**config.mk**
```make
export PLATFORM = sky130hd
export DESIGN_NAME = cardinal_nic_master
export DESIGN_NICKNAME = d
export VERILOG_FILES = /design/src/rtl/cardinal_nic_pkg.sv /design/src/rtl/cardinal_nic_fifo.sv /design/src/rtl/cardinal_nic_master.sv
export SDC_FILE = /design/constraint.sdc
export NUM_CORES = 1
export LEC_CHECK = 0
export ABC_AREA = 1
export BUFFER_PORTS_ARGS = -buffer_cell sky130_fd_sc_hd__buf_2
export CORE_MARGIN = 8
export CORE_UTILIZATION = 62
export CTS_CLUSTER_SIZE = 28
export DETAILED_ROUTE_END_ITERATION = 7
export MAX_ROUTING_LAYER = met4
export PLACE_DENSITY = 0.84
export REMOVE_ABC_BUFFERS = 1
export SLEW_MARGIN = 20
export SYNTH_ARGS = -nofsm -noshare
export SYNTH_HDL_FRONTEND = slang
export SYNTH_SLANG_ARGS = --single-unit
```
**constraint.sdc**
```tcl
create_clock -name clk -period 6.1 [get_ports clk]
set_input_delay 1.22 -clock clk [delete_from_list [all_inputs] [get_ports clk]]
set_output_delay 1.22 -clock clk [all_outputs]
set_load 0.02 [all_outputs]
```
**src/rtl/cardinal_nic_pkg.sv**
```systemverilog
// Shared definitions for the cardinal NIC master: NIC register map, status bit
// position and the access FSM encoding.
package cardinal_nic_pkg;

    localparam int unsigned DataWidth = 64;

    localparam logic [1:0] NicAddrInBuf   = 2'd0;
    localparam logic [1:0] NicAddrInStat  = 2'd1;
    localparam logic [1:0] NicAddrOutBuf  = 2'd2;
    localparam logic [1:0] NicAddrOutStat = 2'd3;

    // Index into the NIC's [0:63] data word; bit 63 is the numeric LSB.
    localparam int unsigned StatusFullBit = 63;

    typedef enum logic [2:0] {
        StIdle,
        StPollIn,
        StReadIn,
        StPollOut,
        StWriteOut
    } nic_state_e;

    typedef enum logic {
        SideTx,
        SideRx
    } nic_side_e;

endpackage

```
**src/rtl/cardinal_nic_fifo.sv**
```systemverilog
// Synchronous FIFO with wrap-bit pointers; accepts a push while full when a pop
// happens on the same edge.
module cardinal_nic_fifo
    import cardinal_nic_pkg::*;
#(
    parameter int unsigned Depth = 4
) (
    input  logic                 clk_i,
    input  logic                 rst_ni,
    input  logic                 push_i,
    input  logic [DataWidth-1:0] data_i,
    input  logic                 pop_i,
    output logic [DataWidth-1:0] data_o,
    output logic                 full_o,
    output logic                 empty_o
);

    localparam int unsigned AddrW = $clog2(Depth);
    localparam logic [AddrW:0] PtrOne = 1;

    logic [AddrW:0]         wr_ptr_q, wr_ptr_d;
    logic [AddrW:0]         rd_ptr_q, rd_ptr_d;
    logic [DataWidth-1:0]   mem_q [Depth];
    logic                   push_en;
    logic                   pop_en;

    assign empty_o = (wr_ptr_q == rd_ptr_q);
    assign full_o  = (wr_ptr_q[AddrW] != rd_ptr_q[AddrW]) &&
                     (wr_ptr_q[AddrW-1:0] == rd_ptr_q[AddrW-1:0]);
    assign pop_en  = pop_i && !empty_o;
    assign push_en = push_i && (!full_o || pop_en);
    assign data_o  = mem_q[rd_ptr_q[AddrW-1:0]];

    always_comb begin
        wr_ptr_d = wr_ptr_q;
        rd_ptr_d = rd_ptr_q;
        if (push_en) begin
            wr_ptr_d = wr_ptr_q + PtrOne;
        end
        if (pop_en) begin
            rd_ptr_d = rd_ptr_q + PtrOne;
        end
    end

    always_ff @(posedge clk_i or negedge rst_ni) begin
        if (!rst_ni) begin
            wr_ptr_q <= '0;
            rd_ptr_q <= '0;
        end else begin
            wr_ptr_q <= wr_ptr_d;
            rd_ptr_q <= rd_ptr_d;
        end
    end

    always_ff @(posedge clk_i) begin
        if (push_en) begin
            mem_q[wr_ptr_q[AddrW-1:0]] <= data_i;
        end
    end

endmodule

```
**src/rtl/cardinal_nic_master.sv**
```systemverilog
// NIC processor-port initiator: moves client TX packets into the NIC output
// buffer and NIC input-buffer packets into the client RX FIFO.
module cardinal_nic_master
    import cardinal_nic_pkg::*;
#(
    parameter int unsigned FIFO_DEPTH = 4
) (
    input  logic        clk,
    input  logic        reset,
    input  logic        tx_valid,
    input  logic [0:63] tx_data,
    output logic        tx_ready,
    output logic        rx_valid,
    output logic [0:63] rx_data,
    input  logic        rx_ready,
    output logic [0:1]  nic_addr,
    output logic [0:63] nic_d_out,
    input  logic [0:63] nic_d_in,
    output logic        nicEn,
    output logic        nicWrEn
);

    nic_state_e           state_q, state_d;
    nic_side_e            last_q, last_d;
    logic                 nic_en_q, nic_en_d;
    logic                 nic_wr_en_q, nic_wr_en_d;
    logic [1:0]           nic_addr_q, nic_addr_d;
    logic [DataWidth-1:0] nic_d_out_q, nic_d_out_d;

    logic                 tx_full, tx_empty, tx_pop;
    logic                 rx_full, rx_empty, rx_push;
    logic [DataWidth-1:0] tx_head;
    logic                 status_full;

    cardinal_nic_fifo #(
        .Depth (FIFO_DEPTH)
    ) u_tx_fifo (
        .clk_i   (clk),
        .rst_ni  (reset),
        .push_i  (tx_valid && tx_ready),
        .data_i  (tx_data),
        .pop_i   (tx_pop),
        .data_o  (tx_head),
        .full_o  (tx_full),
        .empty_o (tx_empty)
    );

    cardinal_nic_fifo #(
        .Depth (FIFO_DEPTH)
    ) u_rx_fifo (
        .clk_i   (clk),
        .rst_ni  (reset),
        .push_i  (rx_push),
        .data_i  (nic_d_in),
        .pop_i   (rx_valid && rx_ready),
        .data_o  (rx_data),
        .full_o  (rx_full),
        .empty_o (rx_empty)
    );

    assign tx_ready    = !tx_full;
    assign rx_valid    = !rx_empty;
    assign status_full = nic_d_in[StatusFullBit];

    always_comb begin
        state_d = state_q;
        last_d  = last_q;
        tx_pop  = 1'b0;
        rx_push = 1'b0;

        unique case (state_q)
            StIdle: begin
                if (!rx_full && !tx_empty) begin
                    state_d = (last_q == SideRx) ? StPollOut : StPollIn;
                end else if (!rx_full) begin
                    state_d = StPollIn;
                end else if (!tx_empty) begin
                    state_d = StPollOut;
                end
            end
            StPollIn: begin
                if (status_full) begin
                    state_d = StReadIn;
                end else begin
                    state_d = StIdle;
                    last_d  = SideRx;
                end
            end
            StReadIn: begin
                rx_push = 1'b1;
                state_d = StIdle;
                last_d  = SideRx;
            end
            StPollOut: begin
                if (!status_full) begin
                    state_d = StWriteOut;
                end else begin
                    state_d = StIdle;
                    last_d  = SideTx;
                end
            end
            StWriteOut: begin
                tx_pop  = 1'b1;
                state_d = StIdle;
                last_d  = SideTx;
            end
            default: state_d = StIdle;
        endcase

        // NIC strobes are decoded from the next state so they are registered
        // and line up with the cycle the FSM spends in that state.
        nic_en_d    = 1'b0;
        nic_wr_en_d = 1'b0;
        nic_addr_d  = NicAddrInBuf;
        nic_d_out_d = '0;
        unique case (state_d)
            StPollIn: begin
                nic_en_d   = 1'b1;
                nic_addr_d = NicAddrInStat;
            end
            StReadIn: begin
                nic_en_d   = 1'b1;
                nic_addr_d = NicAddrInBuf;
            end
            StPollOut: begin
                nic_en_d   = 1'b1;
                nic_addr_d = NicAddrOutStat;
            end
            StWriteOut: begin
                nic_en_d    = 1'b1;
                nic_wr_en_d = 1'b1;
                nic_addr_d  = NicAddrOutBuf;
                nic_d_out_d = tx_head;
            end
            default: ;
        endcase
    end

    always_ff @(posedge clk or negedge reset) begin
        if (!reset) begin
            state_q     <= StIdle;
            last_q      <= SideTx;
            nic_en_q    <= 1'b0;
            nic_wr_en_q <= 1'b0;
            nic_addr_q  <= NicAddrInBuf;
            nic_d_out_q <= '0;
        end else begin
            state_q     <= state_d;
            last_q      <= last_d;
            nic_en_q    <= nic_en_d;
            nic_wr_en_q <= nic_wr_en_d;
            nic_addr_q  <= nic_addr_d;
            nic_d_out_q <= nic_d_out_d;
        end
    end

    assign nicEn     = nic_en_q;
    assign nicWrEn   = nic_wr_en_q;
    assign nic_addr  = nic_addr_q;
    assign nic_d_out = nic_d_out_q;

endmodule

```
Word-level counts from Yosys, hierarchy flattened --
Memories as Yosys holds them, arrays and structs flattened. Cells that the tools add are included.
Cells by class: add/sub/neg operators 4, eq/ne operators 16, mux-type cells 20, reduce and logical (&&, ||, !) cells 19
Operators with widths (number):
- $mux 64 | 1
- $add 3x1->3 const B | 4
- $eq 3x2->1 const B | 4
- $mux 3 | 4
- $mux 1 | 10
- $logic_and 1x1->1 | 9
- $pmux 3 s3 | 1
- $eq 3x1->1 const B | 2
- $eq 3x3->1 | 2
- $eq 3x3->1 const B | 2
- $pmux 2 s3 | 1
- $eq 2x2->1 | 2
- $logic_not 1->1 | 4
- $mux 2 | 2
- $ne 2x2->1 const B | 2
- $pmux 1 s4 | 1
- $reduce_bool 4->1 | 1
- $reduce_or 4->1 | 1
- $logic_not 3->1 | 1
- $reduce_and 3->1 | 1
- $logic_or 1x1->1 | 2
- $ne 1x1->1 | 2
Storage, ports and cells: register bits 84, bits in writable memories 512, bits of input ports 132, output and inout port bits 134, word-level logic and storage cells 71, memories 2
Memory list:
- u_rx_fifo.mem_q | words 4, width 64, rd ports 1, clocked after Yosys merged registers in 0, wr ports 1, line cardinal_nic_fifo.sv:23 | logic [DataWidth-1:0] mem_q [Depth];
- u_tx_fifo.mem_q | words 4, width 64, rd ports 1, clocked after Yosys merged registers in 0, wr ports 1, line cardinal_nic_fifo.sv:23

Logic depth before layout (Yosys ltp) --
Gate-level depths: netlist of the first run.
depth after elaboration 9, gate-level depth with buffers 9

Cells and area by module --
Synthesis of the first run repeated with hierarchy kept, for this count alone.
Second synthesis, totals: cells, all modules 1603, area, all modules 22245.1 um^2
By module, submodules not included:
- cardinal_nic_fifo | instances 2, cells an instance 678, area an instance 9879.5 um^2, sequential area each 7837.5 um^2
- cardinal_nic_master | instances 1, cells an instance 247, area an instance 2486.1 um^2, sequential area each 1801.7 um^2

Worst setup path after synthesis of the first run --
No wires, ideal clock.
path type input -> register, start input rx_ready, end memory u_rx_fifo.mem_q[0][0], enable pin, data arrival time 4124 ps, slack 1490 ps, cell stages on the path 4, buffers on the path 0, path through inv_1 > nand4_2 > nand2_4 > nor2_1
On the way: word-level cells in the longest chain between the ends 6
Ends and longest elaborated chain:
- from (decl) | line cardinal_nic_master.sv:15 | input logic rx_ready,
- $logic_and 1x1->1 | line cardinal_nic_master.sv:55 | .pop_i (rx_valid && rx_ready),
- $logic_and 1x1->1 | line cardinal_nic_fifo.sv:30 | assign pop_en = pop_i && !empty_o;
- $logic_or 1x1->1 | line cardinal_nic_fifo.sv:31 | assign push_en = push_i && (!full_o || pop_en);
- $logic_and 1x1->1 | line cardinal_nic_fifo.sv:31
- $mux 1 | line cardinal_nic_fifo.sv:56 | if (push_en) begin
- $mux 1 (implied by the code) | line cardinal_nic_fifo.sv:57 | mem_q[wr_ptr_q[AddrW-1:0]] <= data_i;
- to (decl) | line cardinal_nic_fifo.sv:23
Every way passes these cells.

Final worst setup path of the first run --
start register u_rx_fifo.rd_ptr_q[0], end output rx_data[16] (netlist bit)
On the way: word-level cells in the longest chain between the ends 1
Ends and longest elaborated chain:
- from (decl) | line cardinal_nic_fifo.sv:22 | logic [AddrW:0] rd_ptr_q, rd_ptr_d;
- from (signal assigned) | line cardinal_nic_fifo.sv:51 | rd_ptr_q <= rd_ptr_d;
- $mem_v2 4x64
- to (decl) | line cardinal_nic_master.sv:14 | output logic [0:63] rx_data,
Every way passes these cells.

==> flow_metrics.tcl, run 1 <==
set metrics [dict create \
    core_um2 35310 \
    largest_net_degree_at_the_start_of_global_routing 111 \
    ctsHtreeMaxLevel 2 \
    unrepaired_setup_endpoints_after_global_routing "false" \
    final_hold_slack_ps 512.5 \
    tritoncts_clock_tree "built" \
    detailed_place_hpwl_um 27560 \
    clock.fmax_mhz 228.8 \
    part_of_the_cycle_the_worst_path_needs_pct 71.66 \
    tritoncts_num_sinks 596 \
    synth-seq-area-share_pct 79.26 \
    timing.max_slew.rel_slack_pct 31.00 \
    ios 266 \
    m1WireLength_um 18810 \
    synth.top_cell.area_share_pct 69.72 \
    synth_top_flop_cell "edfxtp_1" \
    wl_per_cell_um 20.29 \
    min-delay-path-class "flip-flop to flip-flop" \
    synthCells 1574 \
    synth_top_cells_by_area "edfxtp_1, dfrtp_1, nor2_1" \
    cell_with_the_largest_stage_delay_on_the_worst_path "buf_4" \
    dr.max_layer_used "met4" \
    areaGrowthSynthToFinish_pct 16.48 \
    clkLatencyLatePin_ps 590 \
    antenna_found_initial 15 \
    cts.repair_timing.setup_buffer_count 0 \
    status "completed" \
    fin_skew_ps 28.97 \
    met2_length_um 23570 \
    grt_pass1_wl_um 72450 \
    final.setup.tns_ps 0 \
    final_cells 2351 \
    total_iterations_of_the_first_detailed_routing_run 5 \
    timing.critical_path.arrival_ps 3150 \
    synth_top_family_by_area "compound AO/OA/AOI/OAI gates" \
    synth-compound-area-share_pct 9.283 \
    clock_path_buffers 3 \
    synth-edff-count 512 \
    period_needed_ps 4371 \
    max_stage_delay_ps 630 \
    end_kind "output pin" \
    cts_resized 0 \
    dpl.cell_count 2227 \
    setup_viol_count_final 0 \
    post_synth_num_cell_types 31 \
    yosys.area_share.adder_pct 0.5674 \
    die-height_um 204.6 \
    critPathKind "flip-flop to output pin" \
    numCtsBuffers 55 \
    final-hold-violation-count 0 \
    via_per_inst 5.698 \
    yosys_register_bits 596 \
    timing.critical_path.from_type "flip-flop" \
    via_count 13400 \
    cp_cell_sequence "clkinv_2 -> buf_4 -> o21ai_0 -> o22ai_1 -> buf_2" \
    port-buffer-count 265 \
    postRouteWirelength_um 47710 \
    drtIter0Drc 1215 \
    grt_remaining_overflow 0 \
    placement_rows 69 \
    synth_async_sr_flop_share_pct 14.09 \
    post_synth_mux_area_share_pct 0 \
    die_area_um2 41860 \
    chipWidth_um 204.6 \
    slew_viol_final 0 \
    maximum_resistive_drop_on_vdd_mv 0.3520 \
    drv_cap 0 \
    gr-usage-all-layers_pct 22.73 \
    pwr_density_cell_nw_per_um2 495.1 \
    syn-cell-area_um2 22050 \
    p_leak_nw 9.564 \
    synth_largest_area_cell "edfxtp_1" \
    clk_pin_slew_ps 60 \
    drc 0 \
    ant_nets 0 \
    synth_xor_xnor_area_share_pct 0.3234 \
    worst-slew-pin-transition_ps 1035 \
    most_used_standard_cell_by_instance_count_after_synthesis "edfxtp_1" \
    clk_root_buffer_cell "clkbuf_16" \
    drive_above_1_share_pct 21.17 \
    holdBufCountCts 0 \
    yosysWarnings 0 \
    vias_in_the_first_global_route 13230 \
    start_util_pct 62.45 \
    critical_path_required_ps 4880 \
    route.met3.wl_um 4591 \
    yosys-top-cells-count "edfxtp_1, nor2_1, o21ai_0, dfrtp_1, a21oi_1" \
    place_congestion 0.7893 \
    yosys.area_share.simple_pct 7.983 \
    syn-mean-instance-area_um2 14.01 \
    finish.net_count 1966 \
    worst-path-max-fanout 66 \
]
-- per-layer routing --
layer / vias to the layer above / global-route usage, %
met5: - / -
met4: 0 / 5.348
met3: 61 / 5.708
met2: 551 / 36.60
met1: 6577 / 29.08
li1: 6207 / -
-- cells in the final DEF, fill, tap and decap left out, types with 4 or more instances in the layout --
master | netlist | layout
xor2_1 | 5 | 5
buf_4 | 1 | 19
dfrtp_1 | 84 | 80
o21ai_1 | 28 | 28
buf_2 | 41 | 264
clkbuf_8 | 0 | 5
clkinv_2 | 0 | 9
inv_1 | 29 | 28
nor2_1 | 398 | 392
edfxtp_1 | 512 | 512
nand3_1 | 4 | 4
clkbuf_16 | 0 | 55
clkbuf_1 | 40 | 10
diode_2 | 0 | 19
o22ai_1 | 65 | 65
ha_1 | 10 | 10
o21ai_0 | 231 | 231
bufinv_16 | 0 | 8
clkinv_1 | 0 | 9
a21oi_1 | 67 | 67
nand2_1 | 31 | 30
nor2_4 | 1 | 8
-- registers in the layout (all words and copies together), names as in the netlist --
signal	flops
last_q	1
nicEn	1
nicWrEn	1
nic_addr	2
nic_d_out	64
state_q	3
u_rx_fifo.mem_q	256
u_rx_fifo.rd_ptr_q	3
u_rx_fifo.wr_ptr_q	3
u_tx_fifo.mem_q	256
u_tx_fifo.rd_ptr_q	3
u_tx_fifo.wr_ptr_q	3
-- cell type report --
class,instances,area [um^2]
antenna,19,47.55
fill,2091,9624
inverter,32,123.9
clock buffer,70,1483
timing repair buffer,284,1491
multi-input combinational,855,4056
sequential,596,17490
clock inverter,34,420.4
tap,461,576.8
-- power by group --
part	internal, mW	switching (mW)	total [mW]
logic	1.03	2.73	3.76
clock network	2.07	1.44	3.52
registers	5.21	0.234	5.44
-- cells by family (layout without fill, tap and decap cells) --
logic type | Yosys count | in the layout
buffers and inverters | 123 | 420
flip-flops | 596 | 596
XOR/XNOR | 6 | 6
AO/OA/AOI/OAI | 392 | 392
other | 0 | 19
adder cells (fa/ha/maj) | 10 | 10
AND/OR/NAND/NOR | 447 | 447
-- path summary, 6_finish.rpt --
| path | cells after the start | start | to | slack, ps |
|---|---|---|---|---|
| setup / recovery | 5 | u_rx_fifo.rd_ptr_q[0] | rx_data[16] | 1730 |
| min in group asynchronous | 1 | reset | nic_d_out[51] | 600 |
| hold reg to reg | 2 | u_rx_fifo.rd_ptr_q[2] | u_rx_fifo.rd_ptr_q[2] | 510 |
| setup reg to reg | 9 | u_tx_fifo.rd_ptr_q[1] | u_tx_fifo.mem_q[1][59] | 2670 |
| max in group asynchronous | 2 | reset | nic_d_out[33] | 4380 |
| hold / removal | 2 | u_rx_fifo.rd_ptr_q[2] | u_rx_fifo.rd_ptr_q[2] | 510 |
-- critical path: cells and delay by family (launching register included) --
family	cells	cell delay, ps
flip-flops	1	600
buffers and inverters	3	1470
AO/OA/AOI/OAI	2	430
-- per-stage QoR --
step	total power [mW]	utilization, %	cell area [um^2]	setup WS, ps
detailed placement	9.277	67.14	23710	2343
finish	12.72	72.74	25690	1729
global placement	9.121	67.14	23710	2470
global route	13.35	72.72	25680	1543
CTS	12.78	72.53	25610	1710
floorplan	7.927	-	21600	-966.9
Power figures use the tool's default switching activity.
==> inputs of run 2 (changes only) <==
Settings changed: CORE_UTILIZATION 62 to 58, PLACE_DENSITY 0.84 to 0.8.
Clock period 6.1 ns to 4.34 ns, I/O delays scaled along.
==> flow_metrics.tcl, run 2 (synthesis results as in run 1) <==
set metrics [dict create \
    worst-slew-pin-transition_ps 1118 \
    placement_rows 71 \
    drv_cap 0 \
    period_needed_ps 3779 \
    drive_above_1_share_pct 20.77 \
    ff2ff_path_depth 6 \
    fin_skew_ps 30.69 \
    grt_remaining_overflow 0 \
    design_area_um2 25810 \
    power_spent_charging_and_discharging_nets_mw 6.232 \
    largest_net_degree_at_the_start_of_global_routing 117 \
    clkPwrFrac_pct 27.6 \
    postPlaceCellArea_um2 23880 \
    antenna_found_initial 12 \
    power.share.combinational_pct 30.1 \
    status "completed" \
    grt_pass1_wl_um 76280 \
    setup_slack_ps 561.0 \
    setup_viol_count_final 0 \
    via_per_inst 5.682 \
    unrepaired_setup_endpoints_after_global_routing "false" \
    gr-usage-all-layers_pct 22.69 \
    min-delay-path-class "primary input to asynchronous set/reset pin" \
    cell_family_with_most_cp_delay "buffers and inverters" \
    power.switching_fraction_pct 34.58 \
    ant_nets 0 \
    clk_pin_slew_ps 60 \
    timing.critical_path.from_type "flip-flop" \
    crit_top_cell "buf_4" \
    total_iterations_of_the_first_detailed_routing_run 5 \
    numCtsBuffers 57 \
    holdBufCountCts 0 \
    cts.repair_timing.setup_buffer_count 0 \
    p_leak_nw 9.586 \
    clock.fmax_mhz 264.6 \
    vias_in_the_first_global_route 13690 \
    most_frequent_cells_in_the_layout "edfxtp_1, nor2_1, buf_2, o21ai_0, dfrtp_1" \
    critPathKind "flip-flop to output pin" \
    finish.net_count 1973 \
    clkLatencyLatePin_ps 610 \
    pwr_density_cell_nw_per_um2 698.4 \
    wl_per_cell_um 20.67 \
    final_hold_slack_ps 332.2 \
    tritoncts_num_sinks 596 \
    place_congestion 0.7928 \
    clock_path_buffers 3 \
    critical_path_depth 5 \
    dp_slack_ps 1227 \
    timing.critical_path.arrival_ps 2910 \
    core_um2 37580 \
    cell_with_the_largest_stage_delay_on_the_worst_path "buf_4" \
    post-route-util_pct 68.68 \
    cts_resized 0 \
    final_common_cell "edfxtp_1" \
    clk_root_buffer_cell "clkbuf_16" \
    via_count 13670 \
    path_buf_inv 3 \
    detailed_place_hpwl_um 28130 \
    timing.max_slew.rel_slack_pct 25.44 \
    postRouteWirelength_um 49740 \
    worst-path-max-fanout 80 \
    port-buffer-count 265 \
    maximum_resistive_drop_on_vdd_mv 0.4711 \
    tritoncts_clock_tree "built" \
    die_area_um2 44510 \
    cellInternalPower_mw 11.79 \
    cp_cell_sequence "buf_4 -> buf_4 -> o21ai_0 -> o22ai_1 -> buf_2" \
    chipWidth_um 211.0 \
    total_power_consumption_mw 18.02 \
    fillerInstances 2453 \
    drtIter0Drc 1363 \
    end_kind "output pin" \
    ios 266 \
    die-height_um 211.0 \
    max_stage_delay_ps 680 \
    critical_path_required_ps 3470 \
    ctsHtreeMaxLevel 2 \
    slew_viol_final 0 \
    drc 0 \
    areaGrowthSynthToFinish_pct 17.03 \
    seq_power_share_pct 42.3 \
    final-hold-violation-count 0 \
    part_of_the_cycle_the_worst_path_needs_pct 87.07 \
    start_util_pct 58.68 \
]
-- run 2: final cells by class --
| cell class | count | area, um^2 | share of cell area, % |
|---|---|---|---|
| Antenna cell | 17 | 42.54 | 0.1648 |
| Clock buffer | 89 | 1619 | 6.274 |
| Clock inverter | 17 | 265.3 | 1.028 |
| Inverter | 32 | 123.9 | 0.4800 |
| Multi-Input combinational cell | 855 | 4056 | 15.72 |
| Sequential cell | 596 | 17490 | 67.75 |
| Tap cell | 511 | 639.4 | 2.477 |
| Timing Repair Buffer | 289 | 1575 | 6.104 |
-- run 2: metrics by stage --
step	cells	TNS, ps
floorplan	1483	-895540
finish	2406	0
detailed placement	2283	0
global placement	2283	0
global route	2401	0
CTS	2389	0
-- run 2: power by group through the flow --
| stage | sequential, mW | combinational [mW] | clock, mW |
|---|---|---|---|
| floorplan | 8.08 | 3.06 | 0 |
| global placement | 7.68 | 5.27 | 0 |
| detailed placement | 7.72 | 5.43 | 0 |
| CTS | 7.62 | 5.49 | 5.04 |
| global route | 7.69 | 5.97 | 5.25 |
| finish | 7.62 | 5.43 | 4.97 |
-- run 2: worst reg2reg max path: cells and delay by family (launching register included) --
kind | cells | cell delay, ps
flip-flops | 1 | 410
buffers and inverters | 2 | 1200
AND/OR/NAND/NOR | 3 | 550
XOR/XNOR | 1 | 160
-- run 2: metal layers --
metal | up-vias | part of all wire [%] | global-route usage [%]
li1 | 6217 | - | -
met5 | - | 0 | -
met1 | 6779 | 40 | 29.11
met3 | 87 | 9.1 | 4.881
met4 | 0 | 2.0 | 7.046
met2 | 587 | 49 | 36.29
-- run 2: path summary, 6_finish.rpt --
kind / from / endpoint / slack (ps)
max: u_rx_fifo.rd_ptr_q[0] / rx_data[39] / 560
min: reset / nic_d_out[42] / 330
max reg2reg: u_rx_fifo.rd_ptr_q[0] / u_rx_fifo.mem_q[1][11] / 1580
min reg2reg: u_rx_fifo.rd_ptr_q[2] / u_rx_fifo.rd_ptr_q[2] / 500
max in group asynchronous: reset / nicWrEn / 3460
min in group clk: tx_data[54] / u_tx_fifo.mem_q[0][9] / 470
==> inputs of run 3 (changes only) <==
Settings changed: CAP_MARGIN from default to 20, CORE_UTILIZATION 58 to 31, PLACE_DENSITY 0.8 to default.
==> flow_metrics.tcl, run 3 (synthesis results as in run 1) <==
set metrics [dict create \
    seq_power_share_pct 42.0 \
    power.share.combinational_pct 29.2 \
    power.switching_fraction_pct 35.29 \
    ios 266 \
    clk_pin_slew_ps 60 \
    status "completed" \
    critical_path_required_ps 3470 \
    clock.fmax_mhz 265.3 \
    tritoncts_num_sinks 596 \
    p_leak_nw 9.658 \
    pwr_density_cell_nw_per_um2 694.5 \
    core_um2 70270 \
    wl_per_cell_um 19.31 \
    drc 0 \
    grt_remaining_overflow 0 \
    period_needed_ps 3769 \
    drv_cap 0 \
    final_cells 2845 \
    holdBufCountCts 0 \
    setup_viol_count_final 0 \
    maximum_resistive_drop_on_vdd_mv 0.3399 \
    worst-slew-pin-transition_ps 1064 \
    fillerInstances 6589 \
    areaGrowthSynthToFinish_pct 20.28 \
    clkLatencyLatePin_ps 620 \
    postRouteWirelength_um 54930 \
    via_per_inst 4.669 \
    gr-usage-all-layers_pct 13.78 \
    timing.critical_path.arrival_ps 2900 \
    timing.max_slew.rel_slack_pct 29.05 \
    slew_viol_final 0 \
    part_of_the_cycle_the_worst_path_needs_pct 86.84 \
    postPlaceCellArea_um2 24430 \
    ctsHtreeMaxLevel 2 \
    clkPwrFrac_pct 28.7 \
    die_area_um2 79920 \
    unrepaired_setup_endpoints_after_global_routing "false" \
    detailed_place_hpwl_um 31510 \
    largest_net_degree_at_the_start_of_global_routing 99 \
    place_congestion 0.7947 \
    most_frequent_cells_in_the_layout "edfxtp_1, nor2_1, buf_2, o21ai_0, dfrtp_1" \
    tritoncts_clock_tree "built" \
    min-delay-path-class "primary input to asynchronous set/reset pin" \
    power_spent_charging_and_discharging_nets_mw 6.501 \
    worst-path-max-fanout 98 \
    design_area_um2 26520 \
    drtIter0Drc 889 \
    chipWidth_um 282.7 \
    finish.net_count 1976 \
    start_util_pct 31.38 \
    total_iterations_of_the_first_detailed_routing_run 7 \
    clock_path_buffers 3 \
    via_count 13280 \
    vias_in_the_first_global_route 13760 \
    final-hold-violation-count 0 \
    critPathKind "flip-flop to output pin" \
    drive_above_1_share_pct 22.01 \
    placement_rows 97 \
    cts_resized 0 \
    numCtsBuffers 61 \
    fin_skew_ps 24.41 \
    port-buffer-count 265 \
    grt_pass1_wl_um 82270 \
    clk_root_buffer_cell "clkbuf_16" \
    timing.critical_path.from_type "flip-flop" \
    antenna_found_initial 20 \
    end_kind "output pin" \
    dpl.cell_count 2711 \
    cts.repair_timing.setup_buffer_count 0 \
    ant_nets 0 \
    cellInternalPower_mw 11.92 \
    die-height_um 282.7 \
    final_common_cell "edfxtp_1" \
]
## run 3: final timing paths
path / from / endpoint / slack [ps] / depth (start not counted)
setup / recovery: u_rx_fifo.rd_ptr_q[0] / rx_data[41] / 570 / 4
hold reg to reg: u_rx_fifo.rd_ptr_q[2] / u_rx_fifo.rd_ptr_q[2] / 500 / 2
setup reg to reg: u_tx_fifo.rd_ptr_q[0] / nic_d_out[5] / 1420 / 7
max in group asynchronous: reset / nic_d_out[37] / 3090 / 2
min in group clk: tx_data[29] / u_tx_fifo.mem_q[1][34] / 460 / 1
hold / removal: reset / nic_d_out[17] / 310 / 1
## run 3: power groups by stage
stage | logic [mW] | registers [mW] | clock network [mW]
floorplan | 3.06 | 8.08 | 0
global placement | 5.39 | 7.82 | 0
detailed placement | 5.49 | 7.86 | 0
CTS | 5.50 | 7.75 | 5.45
global route | 6.00 | 7.83 | 5.67
finish | 5.39 | 7.74 | 5.30
## run 3: cell type report
| cell class | instances | area, um^2 | area share, % |
|---|---|---|---|
| clock inverters | 36 | 430.4 | 1.623 |
| flip-flops and latches | 596 | 17490 | 65.94 |
| diodes | 24 | 60.06 | 0.2264 |
| inverters | 32 | 125.1 | 0.4717 |
| well taps | 940 | 1176 | 4.434 |
| multi-input cells | 855 | 4061 | 15.31 |
| repair buffers | 288 | 1577 | 5.944 |
| clock buffers | 74 | 1605 | 6.052 |
## run 3: per-stage QoR
| stage | worst slack [ps] | power, mW | hold slack [ps] | utilization, % | setup TNS (ps) |
|---|---|---|---|---|---|
| after floorplan | -2727 | 11.14 | 462.0 | - | -895540 |
| after global placement | 1232 | 13.22 | 486.0 | 34.76 | 0 |
| after detailed placement | 1187 | 13.35 | 487.0 | 34.76 | 0 |
| after CTS | 514.0 | 18.70 | 285.0 | 37.66 | 0 |
| after global routing | 328.6 | 19.50 | 319.7 | 37.73 | 0 |
| final | 571.3 | 18.42 | 310.0 | 37.75 | 0 |
## run 3: routing by layer
layer | vias to the layer above | wire, um | track usage (%)
li1 | 6232 | - | -
met1 | 6554 | 23390 | 17.02
met2 | 419 | 25640 | 22.29
met3 | 79 | 4959 | 4.266
met4 | 0 | 938 | 2.973
met5 | - | 0 | -
## run 3: critical path: stages, from the launching register on
cell and delay, ps:
dfrtp_4 690, buf_4 820, o21ai_0 230, o22ai_1 270, buf_2 210
